$ cat src/rtl/iic_video_cfg.sv
// iic_video_cfg
//
// Power-up register loader for the video-path I2C peripherals (DVI transmitter,
// VGA digitizer). It walks an external register table and issues one 3-byte
// write per entry: {DEV_ADDR, W}, reg, data. NACKed entries are retried
// RETRIES more times. The sequence then reports done, or reports error with
// the failing entry in err_idx.
//
// Bus timing: a prescaler produces a quarter tick every DIV clocks. Every bus
// phase (START, one data/ACK bit, STOP, GAP) lasts four quarters, Q0..Q3. A
// slave holding SCL low while the master releases it in Q1 of a bit freezes
// the prescaler, which gives clock stretching.
//
// Ports:
//   clk, rst_n        system clock; asynchronous active-low reset
//   start             one-cycle launch pulse; ignored while busy
//   tbl_idx/tbl_data  table address out; {reg, data} back (comb or 1-cycle ROM)
//   scl_i/sda_i       pad inputs (stretch detect / ACK sample)
//   scl_oe/sda_oe     1 = pull line low, 0 = release (open drain at top level)
//   busy              sequence in progress
//   done/error        status levels, held until the next launch
//   err_idx           entry that exhausted its retries

module iic_video_cfg #(
  parameter int unsigned DIV        = 100,
  parameter int unsigned NUM_REGS   = 16,
  parameter logic [6:0]  DEV_ADDR   = 7'h76,
  parameter int unsigned RETRIES    = 2,
  parameter bit          AUTO_START = 1'b1
) (
  input  logic        clk,
  input  logic        rst_n,
  input  logic        start,
  output logic [7:0]  tbl_idx,
  input  logic [15:0] tbl_data,
  input  logic        scl_i,
  input  logic        sda_i,
  output logic        scl_oe,
  output logic        sda_oe,
  output logic        busy,
  output logic        done,
  output logic        error,
  output logic [7:0]  err_idx
);

  localparam int unsigned CntW   = $clog2(DIV);
  localparam int unsigned RetryW = (RETRIES > 0) ? $clog2(RETRIES + 1) : 1;

  localparam logic [CntW-1:0]   CntMax   = CntW'(DIV - 1);
  localparam logic [RetryW-1:0] RetryMax = RetryW'(RETRIES);
  localparam logic [7:0]        LastIdx  = 8'(NUM_REGS - 1);

  typedef enum logic [2:0] {
    StIdle,
    StStart,
    StBit,
    StStop,
    StGap,
    StFin
  } state_e;

  state_e            state_q, state_d;
  logic [CntW-1:0]   cnt_q, cnt_d;
  logic [1:0]        qtr_q, qtr_d;
  logic [4:0]        bit_q, bit_d;
  logic [26:0]       frame_q, frame_d;
  logic              nack_q, nack_d;
  logic              last_q, last_d;
  logic [RetryW-1:0] retry_q, retry_d;
  logic [7:0]        idx_q, idx_d;
  logic              busy_q, busy_d;
  logic              done_q, done_d;
  logic              error_q, error_d;
  logic [7:0]        err_idx_q, err_idx_d;
  logic              auto_q, auto_d;
  logic              pend_q, pend_d;
  logic              scl_oe_q, scl_oe_d;
  logic              sda_oe_q, sda_oe_d;

  logic in_bus;
  logic stretch;
  logic qend;
  logic phase_end;
  logic ack_slot;

  assign in_bus    = (state_q == StStart) || (state_q == StBit) ||
                     (state_q == StStop)  || (state_q == StGap);
  // The slave keeps SCL low after we released it: freeze the quarter timer.
  assign stretch   = (state_q == StBit) && (qtr_q == 2'd1) && !scl_i;
  assign qend      = in_bus && !stretch && (cnt_q == CntMax);
  assign phase_end = qend && (qtr_q == 2'd3);
  // Bits 8, 17 and 26 of the 27-bit frame are the slave's ACK slots.
  assign ack_slot  = (bit_q == 5'd8) || (bit_q == 5'd17) || (bit_q == 5'd26);

  always_comb begin
    state_d   = state_q;
    cnt_d     = cnt_q;
    qtr_d     = qtr_q;
    bit_d     = bit_q;
    frame_d   = frame_q;
    nack_d    = nack_q;
    last_d    = last_q;
    retry_d   = retry_q;
    idx_d     = idx_q;
    busy_d    = busy_q;
    done_d    = done_q;
    error_d   = error_q;
    err_idx_d = err_idx_q;
    pend_d    = pend_q;
    auto_d    = 1'b0;
    scl_oe_d  = 1'b0;
    sda_oe_d  = 1'b0;

    // Quarter prescaler, running only while a bus phase is in progress.
    if (in_bus && !stretch) begin
      if (qend) begin
        cnt_d = '0;
        qtr_d = qtr_q + 2'd1;
      end else begin
        cnt_d = cnt_q + CntW'(1);
      end
    end

    unique case (state_q)
      StIdle: begin
        pend_d = 1'b0;
        if (start || auto_q || pend_q) begin
          state_d = StStart;
          busy_d  = 1'b1;
          done_d  = 1'b0;
          error_d = 1'b0;
          idx_d   = '0;
          retry_d = '0;
          nack_d  = 1'b0;
          cnt_d   = '0;
          qtr_d   = '0;
        end
      end

      StStart: begin
        // Latched at the end of Q0 so a registered ROM has settled on tbl_idx.
        if (qend && (qtr_q == 2'd0)) begin
          frame_d = {DEV_ADDR, 1'b0, 1'b1, tbl_data[15:8], 1'b1, tbl_data[7:0], 1'b1};
          nack_d  = 1'b0;
        end
        if (phase_end) begin
          state_d = StBit;
          bit_d   = '0;
        end
      end

      StBit: begin
        if (qend && (qtr_q == 2'd1) && ack_slot && sda_i) begin
          nack_d = 1'b1;
        end
        if (phase_end) begin
          if (nack_q || (bit_q == 5'd26)) begin
            state_d = StStop;
          end else begin
            bit_d   = bit_q + 5'd1;
            frame_d = {frame_q[25:0], 1'b0};
          end
        end
      end

      StStop: begin
        if (phase_end) begin
          state_d = StGap;
          last_d  = (idx_q == LastIdx);
          // Advance the table during GAP so the next entry is stable long
          // before it is latched in the following START.
          if (!nack_q && (idx_q != LastIdx)) begin
            idx_d = idx_q + 8'd1;
          end
        end
      end

      StGap: begin
        if (phase_end) begin
          if (nack_q) begin
            if (retry_q < RetryMax) begin
              retry_d = retry_q + RetryW'(1);
              state_d = StStart;
            end else begin
              error_d   = 1'b1;
              err_idx_d = idx_q;
              state_d   = StFin;
            end
          end else if (last_q) begin
            done_d  = 1'b1;
            state_d = StFin;
          end else begin
            retry_d = '0;
            state_d = StStart;
          end
        end
      end

      StFin: begin
        busy_d  = 1'b0;
        state_d = StIdle;
        // A start coinciding with FIN is honoured one cycle later.
        if (start) begin
          pend_d = 1'b1;
        end
      end

      default: begin
        state_d = StIdle;
      end
    endcase

    // Line drive is decoded from the next phase/quarter and registered, so
    // pad enables only move on quarter boundaries and are glitch free.
    unique case (state_d)
      StStart: begin
        scl_oe_d = (qtr_d == 2'd3);
        sda_oe_d = qtr_d[1];
      end
      StBit: begin
        scl_oe_d = (qtr_d == 2'd0) || (qtr_d == 2'd3);
        sda_oe_d = ~frame_d[26];
      end
      StStop: begin
        scl_oe_d = (qtr_d == 2'd0);
        sda_oe_d = ~qtr_d[1];
      end
      default: begin
        scl_oe_d = 1'b0;
        sda_oe_d = 1'b0;
      end
    endcase
  end

  always_ff @(posedge clk or negedge rst_n) begin
    if (!rst_n) begin
      state_q   <= StIdle;
      cnt_q     <= '0;
      qtr_q     <= '0;
      bit_q     <= '0;
      frame_q   <= '0;
      nack_q    <= 1'b0;
      last_q    <= 1'b0;
      retry_q   <= '0;
      idx_q     <= '0;
      busy_q    <= 1'b0;
      done_q    <= 1'b0;
      error_q   <= 1'b0;
      err_idx_q <= '0;
      auto_q    <= AUTO_START;
      pend_q    <= 1'b0;
      scl_oe_q  <= 1'b0;
      sda_oe_q  <= 1'b0;
    end else begin
      state_q   <= state_d;
      cnt_q     <= cnt_d;
      qtr_q     <= qtr_d;
      bit_q     <= bit_d;
      frame_q   <= frame_d;
      nack_q    <= nack_d;
      last_q    <= last_d;
      retry_q   <= retry_d;
      idx_q     <= idx_d;
      busy_q    <= busy_d;
      done_q    <= done_d;
      error_q   <= error_d;
      err_idx_q <= err_idx_d;
      auto_q    <= auto_d;
      pend_q    <= pend_d;
      scl_oe_q  <= scl_oe_d;
      sda_oe_q  <= sda_oe_d;
    end
  end

  assign tbl_idx = idx_q;
  assign scl_oe  = scl_oe_q;
  assign sda_oe  = sda_oe_q;
  assign busy    = busy_q;
  assign done    = done_q;
  assign error   = error_q;
  assign err_idx = err_idx_q;

endmodule

$ cat config.mk
export PLATFORM = sky130hd
export DESIGN_NAME = iic_video_cfg
export DESIGN_NICKNAME = d
export VERILOG_FILES = /design/src/rtl/iic_video_cfg.sv
export SDC_FILE = /design/constraint.sdc
export NUM_CORES = 1
export LEC_CHECK = 0
export BUFFER_PORTS_ARGS = -buffer_cell sky130_fd_sc_hd__buf_2
export CORE_UTILIZATION = 45
export CTS_CLUSTER_SIZE = 30
export DETAILED_ROUTE_END_ITERATION = 10
export SYNTH_ARGS = -nofsm -noshare
export SYNTH_HDL_FRONTEND = slang
export SYNTH_SLANG_ARGS = --single-unit
$ cat constraint.sdc
create_clock -name clk -period 4.4 [get_ports clk]
set_input_delay 0.44 -clock clk [delete_from_list [all_inputs] [get_ports clk]]
set_output_delay 0.44 -clock clk [all_outputs]
set_load 0.05 [all_outputs]
# Yosys cells after proc, flatten, opt, wreduce, memory -nomap -nowiden
# Index checks and enable logic that the tools add are counted.
# Widths: inputs -> output; s select.
# op_classes
n_reduce_logical,41
bitwise_logic,3
eq_ne,33
n_addsub,5
n_lt_le_gt_ge,1
muxes,54
# op_table
operator,n
$mux 27,3
$pmux 27 s2,1
$mux 7,4
$mux 3,9
$mux 8,3
$ne 2x2->1 const B,11
$reduce_and 4->1,5
$mux 2,9
$pmux 8 s2,1
$mux 5,3
$pmux 3 s5,1
$reduce_and 5->1,3
$eq 3x2->1 const B,4
$mux 1,11
$eq 5x5->1 const B,2
$logic_and 1x1->1,10
$pmux 5 s2,1
$logic_or 1x1->1,9
$pmux 1 s3,3
$add 8x1->8 const B,1
$eq 8x4->1 const B,1
$ne 8x4->1 const B,1
$pmux 1 s2,4
$reduce_bool 2->1,4
other kinds (20),33
# word_totals
ff_bits,71
elab_cells,155
output_inout_bits,21
inputBits,21

# Logic depth before layout (Yosys ltp)
# Gate-level depths: netlist of run 1.
# logic_depth
ltp_word,13
depth_mapped,12
ltp_nobuf,11

# Worst setup path after synthesis of run 1
# No wires, ideal clock.
# synth_path
path_kind,reg2reg
startpoint,register qtr_q[0]
endpoint,register scl_oe_q (netlist: scl_oe)
t_arrival_ns,2.296
path_stages_with_launch,11
path_buffers,1
setup_slack_ns,1.983
setup_ns,0.121
required_ns,4.279
path_cell_list,dfrtp_1 > ha_1 > nor3b_1 > o31ai_4 > buf_6 > nand3_1 > xnor2_1 > or2_2 > ha_1 > mux2i_1 > a22o_1
# synth_via
elab_chain_len,13
word_cells_on_any_way,25
# synth_lines
element,line,text
"start, declared",64,"logic [1:0] qtr_q, qtr_d;"
"start signal, assigned",257,qtr_q <= qtr_d;
$eq 2x1->1,89,assign stretch = (state_q == StBit) && (qtr_q == 2'd1) && !scl_i;
$logic_and 1x1->1 (2 in series),89,
$logic_not 1->1,"90, 115",
$logic_and 1x1->1,"90, 115",
$logic_and 1x1->1,90,assign qend = in_bus && !stretch && (cnt_q == CntMax);
$mux 2,116,if (qend) begin
$mux 2,115,if (in_bus && !stretch) begin
$mux 2,127,if (start || auto_q || pend_q) begin
$mux 2,124,unique case (state_q)
$eq 2x2->1 or $logic_not 2->1 (tied branches),"217, 221, 225",
$logic_or 1x1->1,221,scl_oe_d = (qtr_d == 2'd0) || (qtr_d == 2'd3);
$pmux 1 s3 *,215,unique case (state_d)
named net scl_oe_d,77,"logic scl_oe_q, scl_oe_d;"
"end signal, assigned",270,scl_oe_q <= scl_oe_d;
"end, declared",77,
# The timed path passes the listed nets; every way through them passes the cells marked *.
# A chain may end at the register's enable or synchronous reset.

# Final worst setup path of run 1
# layout_path
startpoint,register state_q[0]
endpoint,register scl_oe_q (netlist: scl_oe)
# layout_via
elab_chain_len,13
word_cells_on_any_way,32
# layout_lines
element,line,text
"start, declared",62,"state_e state_q, state_d;"
"start signal, assigned",237,state_q <= StIdle;
"start signal, assigned",255,state_q <= state_d;
$eq 3x1->1 or $eq 3x2->1 (tied branches),"86, 124, 89",
$logic_or 1x1->1 or $logic_and 1x1->1 (tied branches) (2 in series),"86, 89",
$logic_or 1x1->1 or $logic_not 1->1 (tied branches),"87, 90, 115",
$logic_and 1x1->1,"90, 115",
$logic_and 1x1->1,90,
$mux 2,116,
$mux 2,115,
$mux 2,127,
$mux 2,124,
$eq 2x2->1 or $logic_not 2->1 (tied branches),"217, 221, 225",
$logic_or 1x1->1,221,
$pmux 1 s3 *,215,
named net scl_oe_d,77,
# Marked as above.

==> impl_results.md, run 1 <==
* Post-synthesis register bit count at 71
* CP Launch Point: state_q[0]$_DFF_PN0_
* Register area share after synthesis at 50.9%
* CP top delay family: compound AO/OA/AOI/OAI gates
* Final #Nets at 402
* DP HPWL at roughly 4.7 mm
* Worst skew pair latency at roughly 0.35 ns
* Max stage delay on crit path at around 0.68 ns
* Postcts setup bufs at 0
* Vias in the first global route at approximately 2400
* I/O Buffers at between 40 and 50
* Commonest non-fill, non-tap cell in the layout: dfrtp_1
* Layout cells sized above 1 at a little under a quarter
* Syn Inst Count at 328
* Hold_ws at between 0.05 and 0.06 ns
* Pwr dens at ~350 nW/um^2
* WS Path Type: register to register
* Sink Count at 71
* Most frequent cells in the layout: dfrtp_1 (70), nand2_1 (48), buf_2 (41)
* Iter 0 DRT Violations at 101
* Netlist Area Pre-Place at ~3500 um^2
* CTS Hold Bufs at 0
* Clock Path Buffers at 2
* Max_cap viols at 0
* Core Area at between 7000 and 8000 um^2
* Placement Setup Slack at roughly 1.6 ns
* Internal at 0.000998 W
* Total power at around 0.0014 W
* Largest net degree at the start of global routing at 49
* Max-Slew Margin vs Limit at 44.3%
* Worst Path Max Fanout at 16
* Worst Path Arrival at 3.12 ns
* Final WL at 6.93 mm
* Worst min-delay path category: input pin to asynchronous set/reset pin
* Routed len/inst at 14.7 um
* Post-cts resize count at 0
* Worst EP required at around 4.6 ns
* Final Skew at slightly above 0.008 ns
* Met3 Wirelength at ~250 um
* Slew @ Worst Pin at ~0.84 ns
* Global-route wire length before repair at 11.8 mm
* Die footprint at 8120 um^2
* CTS tree: done
* Period minus WS final at ~2.9 ns
* Ports at 42
* DRC violations left at 0
* Sequential Power Share at 53.9%
* Crit end category: register
* Ys Warns at 0
* Final worst slack at approximately 1.5 ns
* Crit-path slowest cell: dfrtp_1
* Total track usage at 18.4%
* Post-synth EDFFs at 0
* Antenna Cells at 0
* Peak VDD IR at between 0.15 and 0.2 mV
* Pleak at between 1.5 and 2 nW
* Final Cycle Share at around two thirds
* Clock power frac at 36.7%
* Combinational share of power at a little under a tenth
* Worst-path clk slew at 0.08 ns
* Switching share of power at 27.5%
* WP buf/inv at 0
* Top_reg_cell synth: dfrtp_1
* CTS buffer count at 9
* Congestion Overflow GR at 0
* Worst r2r src: state_q[0]$_DFF_PN0_
* Post-DR vias/cell at 5.40
* Gpl congestion at between 0.8 and 0.9
* DR vias at ~2600
* Crit start category: register
* Final Slew Violations at 0
* Final hold violations at 0
* TNS Setup at 0 ns
* RSZ-0062 raised after global routing: false
* Net switching power figure at about 0.00038 W
* Routed met1 length at about 3.4 mm
* Initial antenna violation count at 0
* Area grow syn2layout at 13.0%
* Synth Area per Inst at around 11 um^2
* H-tree levels at 3
* Critical path cell sequence: nor3b_1 > o31ai_4 > nand3_1 > xnor2_1 > or2_2 > ha_1 > mux2i_1 > a22o_1
* Syn_nets at 360
* DRT antenna net count at 0
* Chip height at 90.1 um
* Die span in x at roughly 90 um
* CTS Root Cell: clkbuf_8
* Num rows at 31
* Starting density of the core at a little under half
* Status: finished, final reports clean
* Highest Signal Layer: met4
* Met2 Wirelength at roughly 3.2 mm
* Total iterations of the first detailed-routing run at 4
* Synth async-reset ratio at 100%
* Fmax at between 0.3 and 0.4 GHz
* Final setup viols at 0
* Post-synth cell types at 54
==> cells in the mapped netlist (5+ instances only) <==
cell type | number | share of area [%]
dfrtp_1 | 70 | 50
mux2_2 | 11 | 3.5
a22oi_1 | 16 | 3.4
a21oi_1 | 11 | 1.6
nand4_1 | 9 | 1.6
nand3_1 | 5 | 0.72
mux2i_1 | 5 | 1.4
xor2_1 | 8 | 2.0
ha_1 | 11 | 3.9
a22o_1 | 5 | 1.3
nand2_1 | 48 | 5.2
and3_1 | 5 | 0.90
o21ai_0 | 13 | 1.9
nor3_1 | 7 | 1.0
nor2_1 | 24 | 2.6
buf_2 | 5 | 0.72
xnor2_1 | 8 | 2.0
inv_1 | 11 | 1.2
==> power groups by stage <==
stage	clock network [W]	registers, W	logic [W]
after floorplan	0	0.000737	0.0000972
after global placement	0	0.000750	0.000129
after detailed placement	0	0.000753	0.000131
after CTS	0.000520	0.000741	0.000131
after global routing	0.000550	0.000747	0.000149
final	0.000505	0.000741	0.000130
==> kinds of logic after synthesis <==
logic type,Yosys count,synth area share [%]
AO/OA/AOI/OAI,66,13.8
XOR/XNOR,16,4.01
adder cells (fa/ha/maj),11,3.94
buffers and inverters,24,3.51
flip-flops,71,50.9
multiplexers,16,4.98
other,1,0.107
AND/OR/NAND/NOR,123,18.8
==> metrics by stage <==
step                      cells  cell area, um^2  util (%)
after global placement      458             3760      51.1
after global routing        473             3950      53.6
after detailed placement    458             3760      51.1
final                       473             3950      53.6
after floorplan             328             3490         -
after CTS                   473             3950      53.6
==> state kept, by name, summed over array words and instances (netlist names) <==
signal	cells
done	1
busy	1
sda_oe	1
err_idx	8
error	1
pend_q	1
last_q	1
tbl_idx	8
state_q	3
retry_q	2
nack_q	1
scl_oe	1
bit_q	5
qtr_q	2
cnt_q	7
auto_q	1
frame_q	27
==> layout make-up <==
type,count,area [um^2]
clock buffers,9,124
multi-input cells,233,1590
inverters,11,41.3
well taps,99,124
clock inverters,6,61.3
repair buffers,44,228
flip-flops and latches,71,1780
fillers,696,3420
==> worst paths after layout <==
kind / endpoint / slack, ns / cells past startpoint
worst max register to register: scl_oe$_DFF_PN0_ / 1.53 / 8
min in group clk: frame_q[6]$_DFFE_PN0P_ / 0.30 / 3
worst min register to register: frame_q[6]$_DFFE_PN0P_ / 0.47 / 2
max in group asynchronous: frame_q[3]$_DFFE_PN0P_ / 3.34 / 2
worst max-delay path: scl_oe$_DFF_PN0_ / 1.53 / 8
worst min-delay path: pend_q$_DFFE_PN0P_ / 0.06 / 1
==> routing by layer <==
layer / up-vias / track usage [%]
met5: - / 0
met1: 1245 / 24.8
met4: 0 / 7.53
li1: 1250 / -
met2: 51 / 28.3
met3: 8 / 4.57
Power figures use the tool's default switching activity.
==> inputs of run 2 (changes only) <==
--- a/config.mk
+++ b/config.mk
@@ -9,6 +9,7 @@
 export CORE_UTILIZATION = 45
 export CTS_CLUSTER_SIZE = 30
 export DETAILED_ROUTE_END_ITERATION = 10
+export PLACE_DENSITY = 0.67
 export SYNTH_ARGS = -nofsm -noshare
 export SYNTH_HDL_FRONTEND = slang
 export SYNTH_SLANG_ARGS = --single-unit
==> constraint.sdc (replaced) <==
create_clock -name clk -period 2.62 [get_ports clk]
set_input_delay 0.262 -clock clk [delete_from_list [all_inputs] [get_ports clk]]
set_output_delay 0.262 -clock clk [all_outputs]
set_load 0.05 [all_outputs]
==> impl_results.md, run 2 (synthesis results as in run 1) <==
* Status: finished, final reports clean
* Core Area at 7370 um^2
* CTS Root Cell: clkbuf_8
* Vias in the first global route at 2475
* Clock Path Buffers at 2
* Worst-case reg-to-reg path depth at 11
* Sink Count at 71
* Final WL at 6.98 mm
* Max reg flops at 27
* Most frequent cells in the layout: dfrtp_1 (70), nand2_1 (48), buf_2 (41)
* Layout cells sized above 1 at ~26%
* H-tree levels at 3
* Crit start category: register
* Hold_ws at approximately 0.11 ns
* Final Skew at 0.00908 ns
* Die footprint at roughly 8100 um^2
* Ports at 42
* Fmax at a little over 0.4 GHz
* Final Cycle Share at approximately 93%
* CTS tree: done
* Crit end category: register
* Largest net degree at the start of global routing at 32
* DP HPWL at roughly 5 mm
* DP Area at about 3800 um^2
* FF-to-FF End: scl_oe$_DFF_PN0_
* Area grow syn2layout at 16.7%
* Num rows at 31
* DR vias at around 2600
* Die span in x at about 90 um
* Worst skew pair latency at 0.36 ns
* Total track usage at approximately a fifth
* Routed len/inst at roughly 14 um
* Worst Path Max Fanout at 15
* TNS Setup at 0 ns
* Hold depth at 3
* Final hold violations at 0
* Hold EP: frame_q[16]$_DFFE_PN0P_
* DRT antenna net count at 0
* Antenna Cells at 0
* Max_cap viols at 0
* CTS buffer count at 9
* Iter 0 DRT Violations at 120
* RSZ-0062 raised after global routing: false
* Most flops, register: frame_q
* Initial antenna violation count at 0
* Total iterations of the first detailed-routing run at 5
* Worst min-delay path category: input pin to register
* DRC violations left at 0
* Gpl congestion at approximately 0.8
* Worst r2r src: qtr_q[1]$_DFF_PN0_
* Final Slew Violations at 0
* Final Cell Area at about 4000 um^2
* Worst Path Arrival at around 2.7 ns
* Worst EP required at roughly 2.9 ns
* Pleak at 1.96 nW
* Pwr dens at between 500 and 600 nW/um^2
* Placement Setup Slack at between 0.15 and 0.2 ns
* Final setup viols at 0
* I/O Buffers at 41
* Post-DR vias/cell at 5.33
* Chip height at around 90 um
* Reg2Reg Setup Slack at between 0.15 and 0.2 ns
* Starting density of the core at between 40% and 50%
* Max-Slew Margin vs Limit at between 50% and 60%
* Final worst slack at 0.171 ns
* Worst-path clk slew at 0.08 ns
* Slew @ Worst Pin at roughly 0.70 ns
* Congestion Overflow GR at 0
* Peak VDD IR at about 0.35 mV
* Final #Nets at about 420
* Period minus WS final at ~2.4 ns
* Min-Delay Startpoint: tbl_data[14]
* Global-route wire length before repair at 12.0 mm
* Commonest non-fill, non-tap cell in the layout: dfrtp_1
* WS Path Type: register to register
-- run 2: cell types whose count changed in the layout (fill, tap and decap cells not counted) --
cell / before / now
buf_4: 3 / 16
clkinv_2: 3 / 0
clkinvlp_4: 1 / 4
clkbuf_8: 9 / 10
dlygate4sd3_1: 0 / 1
-- run 2: how the worst max path moves through the flow --
stage,from,endpoint,cells after the start
detailed placement,qtr_q[1]$_DFF_PN0_,scl_oe$_DFF_PN0_,11
floorplan,qtr_q[0]$_DFF_PN0_,scl_oe$_DFF_PN0_,10
global route,qtr_q[1]$_DFF_PN0_,scl_oe$_DFF_PN0_,11
global placement,qtr_q[0]$_DFF_PN0_,scl_oe$_DFF_PN0_,10
finish,qtr_q[1]$_DFF_PN0_,scl_oe$_DFF_PN0_,11
CTS,qtr_q[1]$_DFF_PN0_,scl_oe$_DFF_PN0_,11
-- run 2: timing repair --
item	CTS	global route
buffers inserted	0	2
endpoints found under the hold margin	28	0
setup endpoints to repair	0	4
hold buffers	1	0
resized for setup	0	0
-- run 2: power breakdown --
group | internal (W) | switching, W
clock | 0.000468 | 0.000430
sequential | 0.00116 | 0.0000828
combinational | 0.0000926 | 0.000131
total | 0.00172 | 0.000644
-- run 2: routing by layer --
metal  vias to the layer above  track usage (%)  routed length (um)
met3                         9             4.74                 332
met4                         0             7.53                  91
met5                         -                0                   0
li1                       1277                -                   -
met2                        56             30.0                3380
met1                      1260             24.1                3170
-- run 2: worst max-delay path, stage by stage (launching register included) --
cell     delay, ns
dfrtp_1       0.39
inv_1         0.08
ha_1          0.19
nor3b_1       0.17
o31ai_4       0.25
buf_4         0.24
nand4_1       0.13
a21oi_2       0.28
inv_1         0.07
ha_1          0.28
mux2i_1       0.07
a22o_1        0.18
-- run 2: layout make-up --
type | count | area (um^2)
multi-input cells | 233 | 1590
clock buffers | 10 | 138
inverters | 11 | 41.3
fillers | 675 | 3290
clock inverters | 6 | 68.8
repair buffers | 58 | 335
flip-flops and latches | 71 | 1780
well taps | 99 | 124
-- run 2: through the flow --
step | cells | total power, W | utilization (%)
detailed placement | 469 | 0.00148 | 52.2
global route | 488 | 0.00248 | 55.3
global placement | 469 | 0.00148 | 52.2
finish | 488 | 0.00236 | 55.3
CTS | 486 | 0.00239 | 55.1
floorplan | 328 | 0.00140 | -
